--- config.mk ---
export PLATFORM = sky130hd
export DESIGN_NAME = yrv_mem_arb
export DESIGN_NICKNAME = d
export VERILOG_FILES = /design/src/rtl/yrv_mem_arb.sv
export SDC_FILE = /design/constraint.sdc
export NUM_CORES = 1
export LEC_CHECK = 0
export ABC_AREA = 1
export CAP_MARGIN = 20
export CORE_AREA = 2 2 101 103
export CTS_CLUSTER_SIZE = 25
export DETAILED_ROUTE_END_ITERATION = 12
export DIE_AREA = 0 0 103 105
export PLACE_DENSITY = 0.68
export SYNTH_ARGS = -nofsm -noshare
export SYNTH_HDL_FRONTEND = slang
export SYNTH_SLANG_ARGS = --single-unit
--- constraint.sdc ---
create_clock -name clk -period 2.31 [get_ports clk]
set_input_delay 0.693 -clock clk [delete_from_list [all_inputs] [get_ports clk]]
set_output_delay 0.693 -clock clk [all_outputs]
set_load 0.01 [all_outputs]
--- src/rtl/yrv_mem_arb.sv ---
// Two-requester round-robin arbiter/sequencer for the single-port MCU memory.
// Optional loader lock (m1_lock port) enabled by defining YRV_ARB_LOCK_EN.
module yrv_mem_arb #(
  parameter int unsigned AW          = 16,
  parameter int unsigned DW          = 32,
  parameter int unsigned WAIT_STATES = 0
) (
  input  logic              clk,
  input  logic              resetb,
  input  logic              m0_req,
  input  logic [AW-1:0]     m0_addr,
  input  logic              m0_wr,
  input  logic [DW/8-1:0]   m0_be,
  input  logic [DW-1:0]     m0_wdata,
  input  logic              m1_req,
  input  logic [AW-1:0]     m1_addr,
  input  logic              m1_wr,
  input  logic [DW/8-1:0]   m1_be,
  input  logic [DW-1:0]     m1_wdata,
`ifdef YRV_ARB_LOCK_EN
  input  logic              m1_lock,
`endif
  output logic              m0_gnt,
  output logic              m1_gnt,
  output logic              m0_done,
  output logic              m1_done,
  output logic [DW-1:0]     m0_rdata,
  output logic [DW-1:0]     m1_rdata,
  output logic              mem_en,
  output logic [DW/8-1:0]   mem_we,
  output logic [AW-1:0]     mem_addr,
  output logic [DW-1:0]     mem_wdata,
  input  logic [DW-1:0]     mem_rdata,
  output logic              arb_busy
);

  localparam int unsigned BW = DW / 8;
  localparam logic [3:0]  WS = 4'(WAIT_STATES);

  typedef enum logic {S_IDLE, S_WAIT} state_t;

  state_t      state, state_nxt;
  logic        last;
  logic        owner;
  logic [3:0]  wcnt;
  logic        done0_q, done1_q;
  logic        lock;
  logic        eligible, m0_eff, sel0, sel1, issue;

  // State register
  always_ff @(posedge clk) begin
    if (!resetb) state <= S_IDLE;
    else         state <= state_nxt;
  end

  // Next-state logic; WAIT only entered when wait states are configured
  always_comb begin
    state_nxt = state;
    case (state)
      S_IDLE: if (issue && (WS != 4'd0)) state_nxt = S_WAIT;
      S_WAIT: if (wcnt == 4'd1)          state_nxt = S_IDLE;
      default: state_nxt = S_IDLE;
    endcase
  end

  // Output logic: winner selection and combinational memory strobes
  always_comb begin
    eligible  = resetb && (state == S_IDLE);
    m0_eff    = m0_req && !lock;
    sel0      = 1'b0;
    sel1      = 1'b0;
    if (eligible) begin
      // On a tie the requester that did not win last time goes next
      if (m1_req && (!m0_eff || !last)) sel1 = 1'b1;
      else if (m0_eff)                  sel0 = 1'b1;
    end
    issue     = sel0 || sel1;
    m0_gnt    = sel0;
    m1_gnt    = sel1;
    mem_en    = issue;
    mem_addr  = '0;
    mem_wdata = '0;
    mem_we    = '0;
    if (sel1) begin
      mem_addr  = m1_addr;
      mem_wdata = m1_wdata;
      mem_we    = m1_wr ? m1_be : BW'(0);
    end else if (sel0) begin
      mem_addr  = m0_addr;
      mem_wdata = m0_wdata;
      mem_we    = m0_wr ? m0_be : BW'(0);
    end
    arb_busy  = issue || (state == S_WAIT);
    m0_done   = done0_q;
    m1_done   = done1_q;
    m0_rdata  = done0_q ? mem_rdata : DW'(0);
    m1_rdata  = done1_q ? mem_rdata : DW'(0);
  end

  // Arbitration history, wait counter and completion pulses
  always_ff @(posedge clk) begin
    if (!resetb) begin
      last    <= 1'b1;
      owner   <= 1'b0;
      wcnt    <= 4'd0;
      done0_q <= 1'b0;
      done1_q <= 1'b0;
    end else begin
      done0_q <= 1'b0;
      done1_q <= 1'b0;
      if (issue) begin
        last  <= sel1;
        owner <= sel1;
        wcnt  <= WS;
      end else if (state == S_WAIT) begin
        wcnt  <= wcnt - 4'd1;
      end
      if (WS == 4'd0) begin
        done0_q <= sel0;
        done1_q <= sel1;
      end else if ((state == S_WAIT) && (wcnt == 4'd1)) begin
        done0_q <= !owner;
        done1_q <= owner;
      end
    end
  end

`ifdef YRV_ARB_LOCK_EN
  // Loader lock: holds off m0 across an m1 burst until released
  always_ff @(posedge clk) begin
    if (!resetb)                lock <= 1'b0;
    else if (sel1)              lock <= m1_lock;
    else if (eligible && !m1_req) lock <= 1'b0;
  end
`else
  assign lock = 1'b0;
`endif

endmodule

==> flow_metrics.tcl, run 1 <==
set metrics [dict create \
    clk_pin_slew_ps 40 \
    power_mw 1.113 \
    viasPerCell 4.017 \
    gp_congestion 0.8447 \
    final_cells 768 \
    holdWs_ps 508.6 \
    antenna_left 0 \
    power.density_nw_per_um2 217.7 \
    total_leakage_power_nw 3.233 \
    slew_viol_final 0 \
    fmax_mhz 428.5 \
    cp.required_ps 1620 \
    rsz0062_at_grt "true" \
    post_dp_cell_area_um2 4654 \
    clock_latency_ps 230 \
    grt_max_degree 34 \
    die-area_um2 10820 \
    die-height_um 105 \
    worst_slew_pin_slew_ps 208.7 \
    place_inst 745 \
    yosys_warnings 0 \
    wl_per_cell_um 13.82 \
    clock_tree.root_cell "clkbuf_8" \
    globalRouteOverflowTotal 0 \
    status "finished with violations" \
    num-nets-final 781 \
    setup_tns_ps -229.1 \
    relSlewSlack 0.8604 \
    ys_seq_area_frac 0.08864 \
    hp-class "register to register" \
    netlist_area_um2 1807 \
    ir_drop_mv 0.1207 \
    cts_buffers 3 \
    critPathKind "input pin to primary output" \
    grt_util_all_layers 0.1849 \
    utilization 0.5304 \
    first_global_vias 3031 \
    port_buffers 263 \
    multi_input_area_um2 1396 \
    firstDrtPassIters 4 \
    yosysUniqueCellTypes 20 \
    finalSetupViolations 24 \
    pre_cts_ws_ps -876.8 \
    vias 3085 \
    clockBufferDepth 2 \
    final_hold_viol_count 0 \
    cp-start-kind "input pin" \
    syn_avg_cell_area_um2 5.147 \
    syn_inst 351 \
    final_cell_mix "136 x clkdlybuf4s50_1, 120 x inv_1, 88 x nand2_1" \
    period_needed_ps 2334 \
    drc_errors 0 \
    grt_pass1_wl_mm 15.36 \
    drive_gt1_frac 0.2961 \
    fillers 1002 \
    holdBufCountCts 0 \
    antenna_found_initial 0 \
    critPathMaxFanout 8 \
    seq_area_um2 160.2 \
    hpwl_mm 8.209 \
    worst_slack_ps -23.84 \
    rows 36 \
    htreeDepth 1 \
    syn_to_final_growth_pct 183.0 \
    cp.arrival_ps 1640 \
    core_um2 9639 \
    drt_iter0_drc 58 \
    cts_tree "built" \
    floorplan.initialDensity 0.1874 \
    final.period_utilization 1.010 \
    n_antenna_cell 0 \
    final_common_cell "clkdlybuf4s50_1" \
    finalInstanceArea_um2 5112 \
    reg2reg_depth 6 \
    critPathCaptureType "primary output" \
    violations "negative setup slack" \
    synth_nets 495 \
    ys_seq_elements 8 \
    finClkSkew_ps 1.876 \
    io_pins 264 \
    fp.dieW_um 103 \
    numClockSinks 8 \
    drv_cap 0 \
    min_delay_path_depth 2 \
    drt-total-wl_mm 10.61 \
]
final cells by class:
class | instances | area share
Clock buffer | 3 | 0.008076
Inverter | 122 | 0.09104
Multi-Input combinational cell | 206 | 0.2731
Sequential cell | 8 | 0.03133
Tap cell | 133 | 0.03255
Timing Repair Buffer | 296 | 0.5639
repair_timing:
action                                 4_1_cts  5_1_grt
resized for setup                          386       30
endpoints found under the hold margin        0        0
cloned                                      12        0
pin swaps                                    8        9
setup buffers                               12        3
setup endpoints to repair                  120       57
kinds of logic (layout without fill, tap and decap cells):
logic type,after synthesis,after routing,synth area share
buf+inv,138,421,0.3123
fa+ha+maj,2,2,0.01385
flops,8,8,0.08864
compound gates,50,50,0.2389
xor+xnor,1,1,0.004849
simple gates,152,153,0.3414
cell usage after synthesis:
library cell | n | share of area
o21ai_0 | 1 | 0.0028
buf_6 | 5 | 0.031
nand3_2 | 1 | 0.0055
nand3_1 | 8 | 0.022
nand2_2 | 1 | 0.0035
a31oi_1 | 1 | 0.0035
ha_1 | 2 | 0.014
nand2_4 | 1 | 0.0062
xor2_1 | 1 | 0.0048
o21ai_2 | 48 | 0.23
dfxtp_1 | 8 | 0.089
nand4_1 | 5 | 0.017
nand2_1 | 126 | 0.26
buf_2 | 4 | 0.011
nor2_4 | 1 | 0.0062
inv_1 | 120 | 0.25
inv_2 | 2 | 0.0042
nor2_1 | 9 | 0.019
clkbuf_1 | 6 | 0.012
buf_4 | 1 | 0.0042
state kept, by name (all words and copies together), names as in the netlist:
name,count
m0_done,1
state,1
wcnt,4
m1_done,1
last,1
layer usage:
layer  part of all wire  GRT usage  vias up
met5                  0          0        -
met2               0.55     0.3817      165
met3               0.11    0.04950       10
met4              0.016    0.03759        0
li1                   -          -     1563
met1               0.33     0.1733     1347
final timing paths:
check / start / slack [ps] / to
max: resetb / -20 / mem_addr[10]
min: state / 510 / state
max reg2reg: state / 1050 / wcnt[0]
min reg2reg: state / 510 / state
worst max-delay path, stage by stage:
cell	delay [ps]
buf_8	70
buf_6	90
nand3_4	100
inv_8	90
buf_12	110
nand2_8	80
buf_12	160
o21ai_2	100
buf_2	150
where the power goes:
part	leakage, nW	switching [mW]	internal (mW)	total, mW
Sequential	0.0650	0.00285	0.142	0.145
Combinational	3.15	0.342	0.459	0.801
Clock	0.0216	0.0545	0.113	0.167
No activity file was read; power rests on OpenSTA's default activity.
==> run 2, diff against run 1 <==
CTS_CLUSTER_DIAMETER = 50   (was unset)
SLEW_MARGIN = 20   (was unset)
==> results of run 2 <==
Same layout as run 1: the final DEF is identical, and so are final timing and power.
==> run 3, diff against run 2 <==
CORE_AREA = 2 2 103 105   (was 2 2 101 103)
DIE_AREA = 0 0 105 107   (was 0 0 103 105)
PLACE_DENSITY = 0.69   (was 0.68)
clock period = 2.1 ns   (was 2.31 ns; I/O delays follow)
==> flow_metrics.tcl, run 3 (synthesis results as in run 1) <==
set metrics [dict create \
    status "finished with violations" \
    violations "negative setup slack" \
    firstDrtPassIters 6 \
    final_cell_mix "135 x clkdlybuf4s50_1, 119 x inv_1, 75 x nand2_1" \
    critPathCaptureType "primary output" \
    numClockSinks 8 \
    syn_to_final_growth_pct 189.6 \
    core_um2 10090 \
    num-nets-final 790 \
    ir_drop_mv 0.1868 \
    cts_buffers 3 \
    drt_iter0_drc 112 \
    final_hold_viol_count 0 \
    power.density_nw_per_um2 243.3 \
    cp-start-kind "input pin" \
    cp.required_ps 1470 \
    critPathMaxFanout 7 \
    worstPathBufferInverterCount 5 \
    final_cells 780 \
    finalSetupViolations 53 \
    htreeDepth 1 \
    die-area_um2 11240 \
    utilization 0.5185 \
    largest_register "wcnt" \
    final_common_cell "clkdlybuf4s50_1" \
    place_inst 748 \
    grt_pass1_wl_mm 16.33 \
    fp.dieW_um 105 \
    cp_slowest_stage_delay_ps 160 \
    crit_top_cell "buf_12" \
    cpMaxStageDelayCell "buf_16" \
    critPathKind "input pin to primary output" \
    crit_path_cell_trace "buf_4, nand2_2, nor2_4, buf_12, buf_12, buf_16, nand2_4, o21ai_2, buf_2" \
    floorplan.initialDensity 0.1790 \
    n_antenna_cell 0 \
    fmax_mhz 435.9 \
    period_needed_ps 2294 \
    grt_max_degree 34 \
    clockBufferDepth 2 \
    worst_slew_pin_slew_ps 260.7 \
    cp.arrival_ps 1660 \
    drive_gt1_frac 0.4037 \
    first_global_vias 3057 \
    wl_per_cell_um 14.71 \
    gp_congestion 0.8759 \
    drt-total-wl_mm 11.47 \
    io_pins 264 \
    drv_cap 0 \
    port_buffers 263 \
    hpwl_mm 8.373 \
    finClkSkew_ps 0.3590 \
    clock_tree.root_cell "clkbuf_8" \
    rows 37 \
    slew_viol_final 0 \
    viasPerCell 4.064 \
    path_delay_family "buffers and inverters" \
    antenna_left 0 \
    drc_errors 0 \
    vias 3170 \
    clock_latency_ps 220 \
    hp-class "register to register" \
    worst_slack_ps -194.0 \
    grt_util_all_layers 0.1854 \
    globalRouteOverflowTotal 0 \
    antenna_found_initial 0 \
    relSlewSlack 0.8262 \
    clk_pin_slew_ps 40 \
    final.period_utilization 1.092 \
    holdBufCountCts 0 \
    total_leakage_power_nw 3.195 \
    rsz0062_at_grt "true" \
    largest_reg_flops 4 \
    die-height_um 107 \
    cts_tree "built" \
]
-- run 3: cell types whose count changed in the layout (fill, tap and decap cells not counted), moves of 3 or more --
cell	delta
buf_16	+3
nand2_4	+11
buf_6	+13
nand2_1	-13
dlygate4sd2_1	-59
clkbuf_2	+40
clkdlybuf4s15_1	+13
clkdlybuf4s15_2	+3
-- run 3: path summary, 6_finish.rpt --
kind | cells past startpoint | to | slack [ps] | from
hold reg to reg | 2 | state | 500 | wcnt[3]
hold / removal | 2 | state | 500 | wcnt[3]
setup reg to reg | 7 | m0_done | 990 | last
setup / recovery | 9 | mem_wdata[24] | -190 | resetb
-- run 3: timing repair --
item | 4_1_cts | 5_1_grt
buffers inserted | 12 | 11
endpoints found under the hold margin | 0 | 0
pin swaps | 11 | 8
endpoints found under the setup margin | 120 | 110
gates resized for setup | 467 | 98
gates cloned | 11 | 0
-- run 3: final cells by class --
class                   count  area (um^2)
well taps                 136        170.2
multi-input cells         205         1489
clock buffers               3        41.29
repair buffers            306         2909
fillers                   998         4860
inverters                 122        462.9
flip-flops and latches      8        160.2
-- run 3: where the power goes --
group	internal [mW]	total (mW)	switching [mW]
clock network	0.124	0.181	0.0570
logic	0.529	0.933	0.405
registers	0.156	0.159	0.00286
-- run 3: through the flow --
stage / worst slack, ps / instance area (um^2) / hold WS, ps / setup TNS (ps) / power [mW]
3_5_place_dp: -982.4 / 4658 / 469.3 / -69590 / 0.9708
3_3_place_gp: -942.6 / 4658 / 469.4 / -66550 / 0.9623
6_report: -194.0 / 5233 / 499.2 / -6647 / 1.273
5_1_grt: -219.3 / 5233 / 531.4 / -9002 / 1.348
4_1_cts: -267.7 / 5311 / 500.1 / -8993 / 1.275
2_1_floorplan: 140.7 / 1807 / 443.6 / 0 / 0.4162
-- run 3: worst reg2reg max path, delay by kind of cell, from the launching register on --
kind | cells | cell delay [ps]
DFF | 1 | 370
and+or+nand+nor | 3 | 220
buffers and inverters | 4 | 460
-- run 3: routing by layer --
metal / share of wire / GRT usage / vias to the layer above
met5: 0 / 0 / -
met1: 0.37 / 0.1958 / 1395
met3: 0.082 / 0.04316 / 12
met2: 0.54 / 0.3711 / 182
li1: - / - / 1581
met4: 0.013 / 0.03714 / 0
